**src/rtl/switch_pkg.sv**
```systemverilog
// rtl/switch_pkg.sv - shared constants, FSM state encoding and Gray helpers for the 16x16 switch
package switch_pkg;

    localparam int N_PORTS = 16;
    localparam int SEL_W   = 4;

    typedef enum logic [1:0] {
        ST_IDLE    = 2'd0,
        ST_GUARD   = 2'd1,
        ST_CONN    = 2'd2,
        ST_RELEASE = 2'd3
    } state_t;

    function automatic logic [SEL_W-1:0] bin2gray(input logic [SEL_W-1:0] b);
        return b ^ (b >> 1);
    endfunction

    function automatic logic [SEL_W-1:0] gray2bin(input logic [SEL_W-1:0] g);
        logic [SEL_W-1:0] b;
        b[SEL_W-1] = g[SEL_W-1];
        for (int i = SEL_W - 2; i >= 0; i--) begin
            b[i] = b[i+1] ^ g[i];
        end
        return b;
    endfunction

endpackage

```
**src/rtl/rr_arbiter.sv**
```systemverilog
// rtl/rr_arbiter.sv - combinational round-robin pick: first set request above ptr, wrapping mod 16
module rr_arbiter
    import switch_pkg::*;
(
    input  logic [N_PORTS-1:0] req,
    input  logic [SEL_W-1:0]   ptr,
    output logic [SEL_W-1:0]   index,
    output logic               valid
);

    always_comb begin
        logic [SEL_W-1:0] idx;
        index = '0;
        valid = 1'b0;
        idx   = '0;
        // offset 16 wraps to ptr itself, so the previous winner is searched last
        for (int k = 1; k <= N_PORTS; k++) begin
            idx = ptr + SEL_W'(k);
            if (!valid && req[idx]) begin
                index = idx;
                valid = 1'b1;
            end
        end
    end

endmodule

```
**src/rtl/output_port_arbiter.sv**
```systemverilog
// rtl/output_port_arbiter.sv - per-output connection FSM: round-robin pick, Gray sel, break-before-make oe
module output_port_arbiter
    import switch_pkg::*;
#(
    parameter int SETUP_CYC = 1,
    parameter int MAX_HOLD  = 256
) (
    input  logic               clk,
    input  logic               rst_n,
    input  logic [N_PORTS-1:0] req,
    output logic [N_PORTS-1:0] gnt,
    output logic [SEL_W-1:0]   sel,
    output logic               oe,
    output logic               busy
);

    localparam int GCNT_W = (SETUP_CYC > 1) ? $clog2(SETUP_CYC) : 1;
    localparam int HCNT_W = (MAX_HOLD > 0) ? $clog2(MAX_HOLD + 1) : 1;
    localparam logic [GCNT_W-1:0] GUARD_LAST = GCNT_W'(SETUP_CYC - 1);
    localparam logic [HCNT_W-1:0] HOLD_LAST  = HCNT_W'((MAX_HOLD > 0) ? MAX_HOLD - 1 : 0);
    localparam bit TIMEOUT_EN = (MAX_HOLD > 0);

    state_t             state;
    logic [SEL_W-1:0]   rr_ptr;
    logic [SEL_W-1:0]   winner;
    logic [GCNT_W-1:0]  gcnt;
    logic [HCNT_W-1:0]  hcnt;
    logic [SEL_W-1:0]   arb_index;
    logic               arb_valid;

    rr_arbiter u_rr_arbiter (
        .req   (req),
        .ptr   (rr_ptr),
        .index (arb_index),
        .valid (arb_valid)
    );

    always_ff @(posedge clk or negedge rst_n) begin
        if (!rst_n) begin
            state  <= ST_IDLE;
            rr_ptr <= '1;
            winner <= '0;
            gcnt   <= '0;
            hcnt   <= '0;
            sel    <= '0;
            oe     <= 1'b0;
            gnt    <= '0;
            busy   <= 1'b0;
        end else begin
            case (state)
                ST_IDLE: begin
                    if (arb_valid) begin
                        sel    <= bin2gray(arb_index);
                        winner <= arb_index;
                        gcnt   <= GUARD_LAST;
                        busy   <= 1'b1;
                        state  <= ST_GUARD;
                    end
                end
                ST_GUARD: begin
                    // sel has already settled for at least one cycle before oe rises
                    if (gcnt == '0) begin
                        oe    <= 1'b1;
                        gnt   <= N_PORTS'(1) << winner;
                        hcnt  <= '0;
                        state <= ST_CONN;
                    end else begin
                        gcnt <= gcnt - 1'b1;
                    end
                end
                ST_CONN: begin
                    if (!req[winner] || (TIMEOUT_EN && hcnt == HOLD_LAST)) begin
                        oe     <= 1'b0;
                        gnt    <= '0;
                        rr_ptr <= winner;
                        state  <= ST_RELEASE;
                    end else if (TIMEOUT_EN) begin
                        hcnt <= hcnt + 1'b1;
                    end
                end
                ST_RELEASE: begin
                    busy  <= 1'b0;
                    state <= ST_IDLE;
                end
                default: begin
                    state <= ST_IDLE;
                end
            endcase
        end
    end

endmodule
```
**config.mk**
```make
export PLATFORM = sky130hd
export DESIGN_NAME = output_port_arbiter
export DESIGN_NICKNAME = d
export VERILOG_FILES = /design/src/rtl/switch_pkg.sv /design/src/rtl/rr_arbiter.sv /design/src/rtl/output_port_arbiter.sv
export SDC_FILE = /design/constraint.sdc
export NUM_CORES = 1
export LEC_CHECK = 0
export CORE_MARGIN = 5
export CORE_UTILIZATION = 55
export CTS_BUF_LIST = sky130_fd_sc_hd__clkbuf_4 sky130_fd_sc_hd__clkbuf_8
export DETAILED_ROUTE_END_ITERATION = 10
export GPL_TIMING_DRIVEN = 0
export HOLD_SLACK_MARGIN = 0.12
export PLACE_DENSITY = 0.8
export SETUP_SLACK_MARGIN = 0.1
export SLEW_MARGIN = 25
export SYNTH_ARGS = -nofsm -noshare
export SYNTH_HDL_FRONTEND = slang
export SYNTH_SLANG_ARGS = --single-unit
```
**constraint.sdc**
```tcl
create_clock -name clk -period 4.75 [get_ports clk]
set_input_delay 0.95 -clock clk [delete_from_list [all_inputs] [get_ports clk]]
set_output_delay 0.95 -clock clk [all_outputs]
set_load 0.01 [all_outputs]
```
# [Word-level counts from Yosys, hierarchy flattened]
# Cells that the tools add are included.
[classes] n_addsub=17 n_mux=84 order_cmp=17 shift=1 eq_ne=8 n_bitwise=1 reduce_logical=43
[ops] operator="4-bit by 5-bit less-than comparator with 1-bit output (second input constant)" count=17
[ops] operator="1-bit binary-select mux with 4-bit select" count=17
[ops] operator="4-bit 2-to-1 mux" count=16
[ops] operator="1-bit 2-to-1 mux" count=38
[ops] operator="4-bit adder (second input constant)" count=8
[ops] operator="16-bit 2-to-1 mux" count=2
[ops] operator="16-bit case mux with 2 select lines" count=1
[ops] operator="9-bit 2-to-1 mux" count=2
[ops] operator="9-bit case mux with 2 select lines" count=1
[ops] operator="4-bit by 3-bit adder with 4-bit output (second input constant)" count=4
[ops] operator="1-bit logical NOT" count=16
[ops] operator="1-bit by 4-bit << shifter with 16-bit output (first input constant)" count=1
[ops] operator="1-bit logical AND" count=15
[ops] operator="9-bit by 1-bit adder with 9-bit output (second input constant)" count=1
[ops] operator="9-bit by 8-bit == test with 1-bit output (second input constant)" count=1
[ops] operator="3-bit AND reduction" count=3
[ops] operator="4-bit by 2-bit adder with 4-bit output (second input constant)" count=2
[ops] operator="2-bit inequality test (second input constant)" count=4
[ops] operator="2-bit case mux with 4 select lines" count=1
[ops] operator="2-bit AND reduction" count=4
[ops] operator="2-bit 2-to-1 mux" count=3
[ops] operator="1-bit case mux with 2 select lines" count=3
[ops] operator="2-bit nonzero test" count=3
[ops] operator="4-bit by 1-bit adder with 4-bit output (second input constant)" count=1
[ops] operator="6 further kinds" count=7
[totals] regBits=42 elab_cells=180 inputBits=18 output_inout_bits=22

# [Logic depth before layout (Yosys ltp)]
[logic_depth] ltp_word=51 depth_mapped=16 mapped_depth_nobuf=11

# [Cells and area by module]
# Synthesis repeated with hierarchy kept, for this count alone.
[hier_totals] hier_cells=474 hier_area_um2=4571.9
[modules_own_cells] module="rr_arbiter" area_per_inst_um2=2531.2 n_inst=1 cells_per_inst=294
[modules_own_cells] module="output_port_arbiter" area_per_inst_um2=2040.7 n_inst=1 cells_per_inst=180

# [Worst setup path before layout]
# Ideal clock, no wire load.
[synth_timing] path_type="flip-flop to flip-flop" startpoint="reg rr_ptr[1]" endpoint="reg state[1]" stages_incl_launch_ff=16 slack_ps=205 synth_period_minus_slack_ps=4545 arrival_ps=4420 setup_time_ps=125 cell_sequence="dfstp_2 buf_6 buf_8 clkbuf_1 inv_1 ha_1 buf_2 buf_1 mux4_2 mux2_2 nor4_4 nand4_1 nor4_2 and2_2 nor2_2 mux2_4"
[synth_via] elab_chain_cells=51 elab_cells_between_ends=95
[synth_rtl] item="from (decl)" line_no="output_port_arbiter.sv:24" rtl="logic [SEL_W-1:0] rr_ptr;"
[synth_rtl] item="from (signal assigned)" line_no="output_port_arbiter.sv:75" rtl="rr_ptr <= winner;"
[synth_rtl] item="4-bit by 1-bit adder with 4-bit output" line_no="rr_arbiter.sv:18" rtl="idx = ptr + SEL_W'(k);"
[synth_rtl] item="1-bit binary-select mux with 4-bit select" line_no="rr_arbiter.sv:19" rtl="if (!valid && req[idx]) begin"
[synth_rtl] item="1-bit 2-to-1 mux (not written as such)" line_no="rr_arbiter.sv:19"
[synth_rtl] item="1-bit 2-to-1 mux" line_no="rr_arbiter.sv:19"
[synth_rtl] item="1-bit logical NOT" line_no="rr_arbiter.sv:19"
[synth_rtl] item="1-bit logical AND" line_no="rr_arbiter.sv:19"
[synth_rtl] item="1-bit 2-to-1 mux" line_no="rr_arbiter.sv:19"
[synth_rtl] item="1-bit logical NOT" line_no="rr_arbiter.sv:19"
[synth_rtl] item="[... 35 more ...]"
[synth_rtl] item="1-bit logical NOT" line_no="rr_arbiter.sv:19"
[synth_rtl] item="1-bit logical AND" line_no="rr_arbiter.sv:19"
[synth_rtl] item="1-bit 2-to-1 mux" line_no="rr_arbiter.sv:19"
[synth_rtl] item="1-bit logical NOT" line_no="rr_arbiter.sv:19"
[synth_rtl] item="1-bit logical AND" line_no="rr_arbiter.sv:19"
[synth_rtl] item="1-bit 2-to-1 mux *" line_no="rr_arbiter.sv:19"
[synth_rtl] item="2-bit inequality test (no source line) *"
[synth_rtl] item="3-bit AND reduction (no source line) *"
[synth_rtl] item="to (signal assigned)" line_no="output_port_arbiter.sv:40" rtl="state <= ST_IDLE;"
[synth_rtl] item="to (signal assigned)" line_no="output_port_arbiter.sv:57" rtl="state <= ST_GUARD;"
[synth_rtl] item="to (signal assigned)" line_no="output_port_arbiter.sv:66" rtl="state <= ST_CONN;"
[synth_rtl] item="to (decl)" line_no="output_port_arbiter.sv:23" rtl="state_t state;"
# Mark *: on every way between the ends. The rest lies on a longest branch, timed or not. The select of a mux whose other input is x is not followed.
# A chain may end at the register's enable or synchronous reset.

# [Final worst setup path]
[layout_timing] startpoint="reg rr_ptr[0]" endpoint="reg sel[1]"
[layout_via] elab_chain_cells=50 elab_cells_between_ends=111
[layout_rtl] item="4-bit by 1-bit adder with 4-bit output" line_no="rr_arbiter.sv:18"
[layout_rtl] item="1-bit binary-select mux with 4-bit select" line_no="rr_arbiter.sv:19"
[layout_rtl] item="1-bit 2-to-1 mux (not written as such)" line_no="rr_arbiter.sv:19"
[layout_rtl] item="1-bit 2-to-1 mux" line_no="rr_arbiter.sv:19"
[layout_rtl] item="1-bit logical NOT" line_no="rr_arbiter.sv:19"
[layout_rtl] item="1-bit logical AND" line_no="rr_arbiter.sv:19"
[layout_rtl] item="1-bit 2-to-1 mux" line_no="rr_arbiter.sv:19"
[layout_rtl] item="1-bit logical NOT" line_no="rr_arbiter.sv:19"
[layout_rtl] item="[... 34 more ...]"
[layout_rtl] item="1-bit 2-to-1 mux" line_no="rr_arbiter.sv:19"
[layout_rtl] item="1-bit logical NOT" line_no="rr_arbiter.sv:19"
[layout_rtl] item="1-bit logical AND" line_no="rr_arbiter.sv:19"
[layout_rtl] item="1-bit 2-to-1 mux" line_no="rr_arbiter.sv:19"
[layout_rtl] item="1-bit logical NOT" line_no="rr_arbiter.sv:19"
[layout_rtl] item="1-bit logical AND" line_no="rr_arbiter.sv:19"
[layout_rtl] item="4-bit 2-to-1 mux or 1-bit 2-to-1 mux (tied branches)" line_no="rr_arbiter.sv:19"
[layout_rtl] item="4-bit by 3-bit bitwise XOR with 4-bit output or 2-bit AND reduction (tied branches)"
[layout_rtl] item="to (signal assigned)" line_no="output_port_arbiter.sv:53" rtl="sel <= bin2gray(arb_index);"
[layout_rtl] item="to (decl)" line_no="output_port_arbiter.sv:12" rtl="output logic [SEL_W-1:0] sel,"
# Parallel ways exist; a longest one is shown, timed or not. The select of a mux whose other input is x is not followed.

==> results.txt <==
- Counting every net in the synthesized netlist gives 489.
* Starting Density: 56.9%
- Number of top-level pins: 40
* Max Fanout on Critical Path: 10
* Worst Max-Slew Pin Slew: 855 ps
- Headroom to the max-slew limit came out at 42.6%.
* Residual DRC: 0
* Startpoint Class: flop
- DR vias/cell: 6.94
* Count of routing violations after the opening detailed-route iteration: 323
- Summed over all failing endpoints, the final setup total negative slack is 0 ps.
- Layout cells sized above 1: 25.1%
- Highest-delay cell along the critical path: sky130_fd_sc_hd__mux4_2
* Total routing usage reported by global routing: 27.5%
- TritonCTS sink count: 40
- Biggest area contributors in the synthesized netlist: sky130_fd_sc_hd__dfrtp_1, sky130_fd_sc_hd__mux4_2, sky130_fd_sc_hd__mux2i_1, sky130_fd_sc_hd__mux2_2, sky130_fd_sc_hd__nand2_1
- Upper clock frequency limit: 219 MHz
* Min-Delay Startpoint: gnt[0]$_DFFE_PN0P_
- Walking the worst path, the cells encountered are buf_6, buf_12, buf_12, clkinvlp_4, ha_4, buf_6, mux4_2, mux2_4, a2111o_1, buf_4, nor3_1, nand4_1, buf_4, nor2_1, a211oi_2, or3_1, a31oi_1.
* Via count: 4322
* Largest stage delay on the critical path: 570 ps
* Unrepaired setup endpoints after global routing: no
- Total overflow reported by the global router: 0
- On the critical path the largest part of the delay comes from buffers and inverters.
- Final net count: 553
- Number of buffers on the longest clock path: 2
* Summed instance area of the synthesized netlist: 0.00442 mm^2
- Post-DRT Antenna Nets: 0
* Average cell area after synthesis: 9.70 um^2
- Yosys printed 0 warnings.
- CP Buf/Inv Count: 7
- Summed over all nets, the half-perimeter wirelength after detailed placement is 10.1 mm.
* Overall die area: 0.00993 mm^2
- Endpoint of the worst register-to-register path: sel[1]$_DFFE_PN0P_
* Number of antenna violations at the first check in global routing: 0
* Primary FF master, synth: sky130_fd_sc_hd__dfrtp_1
- The critical path in this run is classified as flop to flop.
- Counting buffers and inverters, the worst setup path is 17 cells deep.
- Number of H-tree branching levels: 2
- After detailed routing, the average wire length per cell comes to 22.0 um.
* Critical path data required time: 4980 ps
* Pins Over Slew Limit: 0
- TritonCTS built the clock tree.
- Counting instances, the worst hold path has a depth of 2.
- Fin crit share: 96.3%
* Status: finished clean
* Via count of the first global-routing pass: 4211
* Clk_lat worst skew: 300 ps
* Reg-to-reg critical path startpoint: rr_ptr[0]$_DFFE_PN1P_
- Hold worst-path end: gnt[0]$_DFFE_PN0P_
- Final weighted congestion of routability-driven global placement: 1.01
- Subtracting the final worst setup slack from the clock period gives 4570 ps.
- The finished layout holds 623 standard cells, fillers aside.
- Placed Cells incl. Taps: 598
- Critical path capture point type: flop
- The floorplan step set the die width to 99.7 um.
- Clock-pin slew was measured on the worst setup and hold paths at 90 ps.
- Class of the tightest hold or removal check: flop to flop
* Number of distinct library cells after synthesis: 68
- Number of max-cap violations: 0
- At the worst endpoint, the arrival time is 4800 ps.
- Port Buffer Count: 39
* Hold Vio Cnt, Final: 0
* Area delta synth->final: 21.4%
* Number of cells traversed by the worst register-to-register path: 17
- Site row count: 32
* Chip Height: 99.7 um
- The synthesized design contains 40 register bits.
* Setup slack of the worst register-to-register path: 180 ps
- Number of iterations in the first detailed-routing pass: 5
- Clock tree synthesis inserted a total of 5 buffers.
- The first global-routing pass estimated 21.9 mm of wire.
- Post-detailed-routing wire length: 13.7 mm
- Final standard cell utilization of the core: 69.1%
- Sequential-to-total area share from yosys stat: 22.8%
* Cell count after synthesis: 456
* Setup Skew: 11.3 ps
- Summed over its instances, the top area cell type makes up 20.4% of the synthesized netlist area.
* Share of flip-flops with an asynchronous set or reset after synthesis: 100%
* Number of flops mapped to enable cells by yosys: 0
- Synth area leader: sky130_fd_sc_hd__dfrtp_1
- Total of endpoints with negative setup slack in the final report: 0
- The number of antenna diodes in the final layout is 0.
- Core area: 0.00777 mm^2
- CTS root buffer: sky130_fd_sc_hd__clkbuf_8
- Largest net degree at the start of global routing: 32
[worst register-to-register path: stages, from the launching register on]
cell,delay (ps)
sky130_fd_sc_hd__dfstp_2,540
sky130_fd_sc_hd__buf_6,150
sky130_fd_sc_hd__buf_12,150
sky130_fd_sc_hd__buf_12,150
sky130_fd_sc_hd__clkinvlp_4,170
sky130_fd_sc_hd__ha_4,300
sky130_fd_sc_hd__buf_6,130
sky130_fd_sc_hd__mux4_2,570
sky130_fd_sc_hd__mux2_4,330
sky130_fd_sc_hd__a2111o_1,540
sky130_fd_sc_hd__buf_4,180
sky130_fd_sc_hd__nor3_1,200
sky130_fd_sc_hd__nand4_1,140
sky130_fd_sc_hd__buf_4,180
sky130_fd_sc_hd__nor2_1,120
sky130_fd_sc_hd__a211oi_2,90
sky130_fd_sc_hd__or3_1,400
sky130_fd_sc_hd__a31oi_1,170
[area by class of cell]
cell class              count  area (um^2)
multi-input cells         377         3340
fillers                   592         2400
flip-flops and latches     40         1010
repair buffers             58          541
plain buffers              26          181
well taps                 102          128
clock buffers               5         68.8
inverters                  12         52.6
clock inverters             3         47.5
[stage by stage]
stage	setup WS (ps)	hold WS, ps	instance area, um^2
2_1_floorplan	205	470	4420
3_3_place_gp	-671	462	4940
3_5_place_dp	-745	469	4950
4_1_cts	119	487	5140
5_1_grt	69.8	514	5370
6_report	176	483	5370
[how the worst max path moves through the flow]
stage / from / to / slack, ps
3_5_place_dp: rr_ptr[1]$_DFFE_PN1P_ / state[1]$_DFFE_PN0P_ / -750
4_1_cts: rr_ptr[0]$_DFFE_PN1P_ / state[1]$_DFFE_PN0P_ / 120
2_1_floorplan: rr_ptr[1]$_DFFE_PN1P_ / state[1]$_DFFE_PN0P_ / 210
3_3_place_gp: rr_ptr[1]$_DFFE_PN1P_ / sel[0]$_DFFE_PN0P_ / -670
5_1_grt: rr_ptr[2]$_DFFE_PN1P_ / state[1]$_DFFE_PN0P_ / 70
6_report: rr_ptr[0]$_DFFE_PN1P_ / sel[1]$_DFFE_PN0P_ / 180
[cells in the final DEF, fill, tap and decap left out, types with 14 or more instances in the layout]
cell type,Yosys,final
sky130_fd_sc_hd__a21oi_1,17,17
sky130_fd_sc_hd__buf_4,1,19
sky130_fd_sc_hd__clkdlybuf4s50_1,0,38
sky130_fd_sc_hd__dfrtp_1,36,36
sky130_fd_sc_hd__ha_1,15,14
sky130_fd_sc_hd__mux2_2,23,22
sky130_fd_sc_hd__mux2i_1,26,22
sky130_fd_sc_hd__mux4_2,35,35
sky130_fd_sc_hd__nand2_1,57,57
sky130_fd_sc_hd__nor2_1,28,28
sky130_fd_sc_hd__o21ai_0,17,17
sky130_fd_sc_hd__o31ai_1,16,16
[flip-flops by register name, indices dropped and copies added (netlist names)]
name    flops
busy        1
gnt        16
hcnt        9
oe          1
rr_ptr      4
sel         3
state       2
winner      4
[repair_timing]
| item | 4_1_cts | 5_1_grt |
|---|---|---|
| endpoints found under the setup margin | 10 | 10 |
| pin swaps | 4 | 9 |
| buffers inserted | 3 | 15 |
| hold buffers | 0 | 0 |
| resized for setup | 12 | 23 |
[routing by layer]
layer  vias up  track usage, %  wire [um]
met5         -               0          0
met4         0            12.0        518
met3        46            4.14        976
met2       255            45.7       6820
met1      2121            35.5       5410
li1       1900               -          -
[logic make-up (layout without fill, tap and decap cells)]
kind of cell / count (synthesis) / in the layout / share of synthesized area, %
compound gates: 110 / 110 / 18.0
buf+inv: 39 / 104 / 4.19
simple gates: 150 / 150 / 16.8
flops: 40 / 40 / 22.8
mux: 87 / 87 / 31.1
xor+xnor: 15 / 15 / 2.97
fa+ha+maj: 15 / 15 / 4.24
[cells in the mapped netlist, drive strengths merged (4+ instances only)]
master,instances
nand2,57
mux4,37
dfrtp,36
nor2,29
mux2i,26
mux2,24
o21ai,19
a21oi,18
o31ai,16
ha,15
clkbuf,14
buf,13
inv,12
nand3,11
nor3,10
nand4,8
o211ai,8
xor2,8
xnor2,7
and3,6
nand2b,6
nor2b,6
a211oi,5
a32oi,5
o41ai,5
dfstp,4
nor4,4
o22ai,4
Power is left out: the tool's default activity adds up to more than one toggle a clock period on the data nets, which glitch-free logic cannot reach.
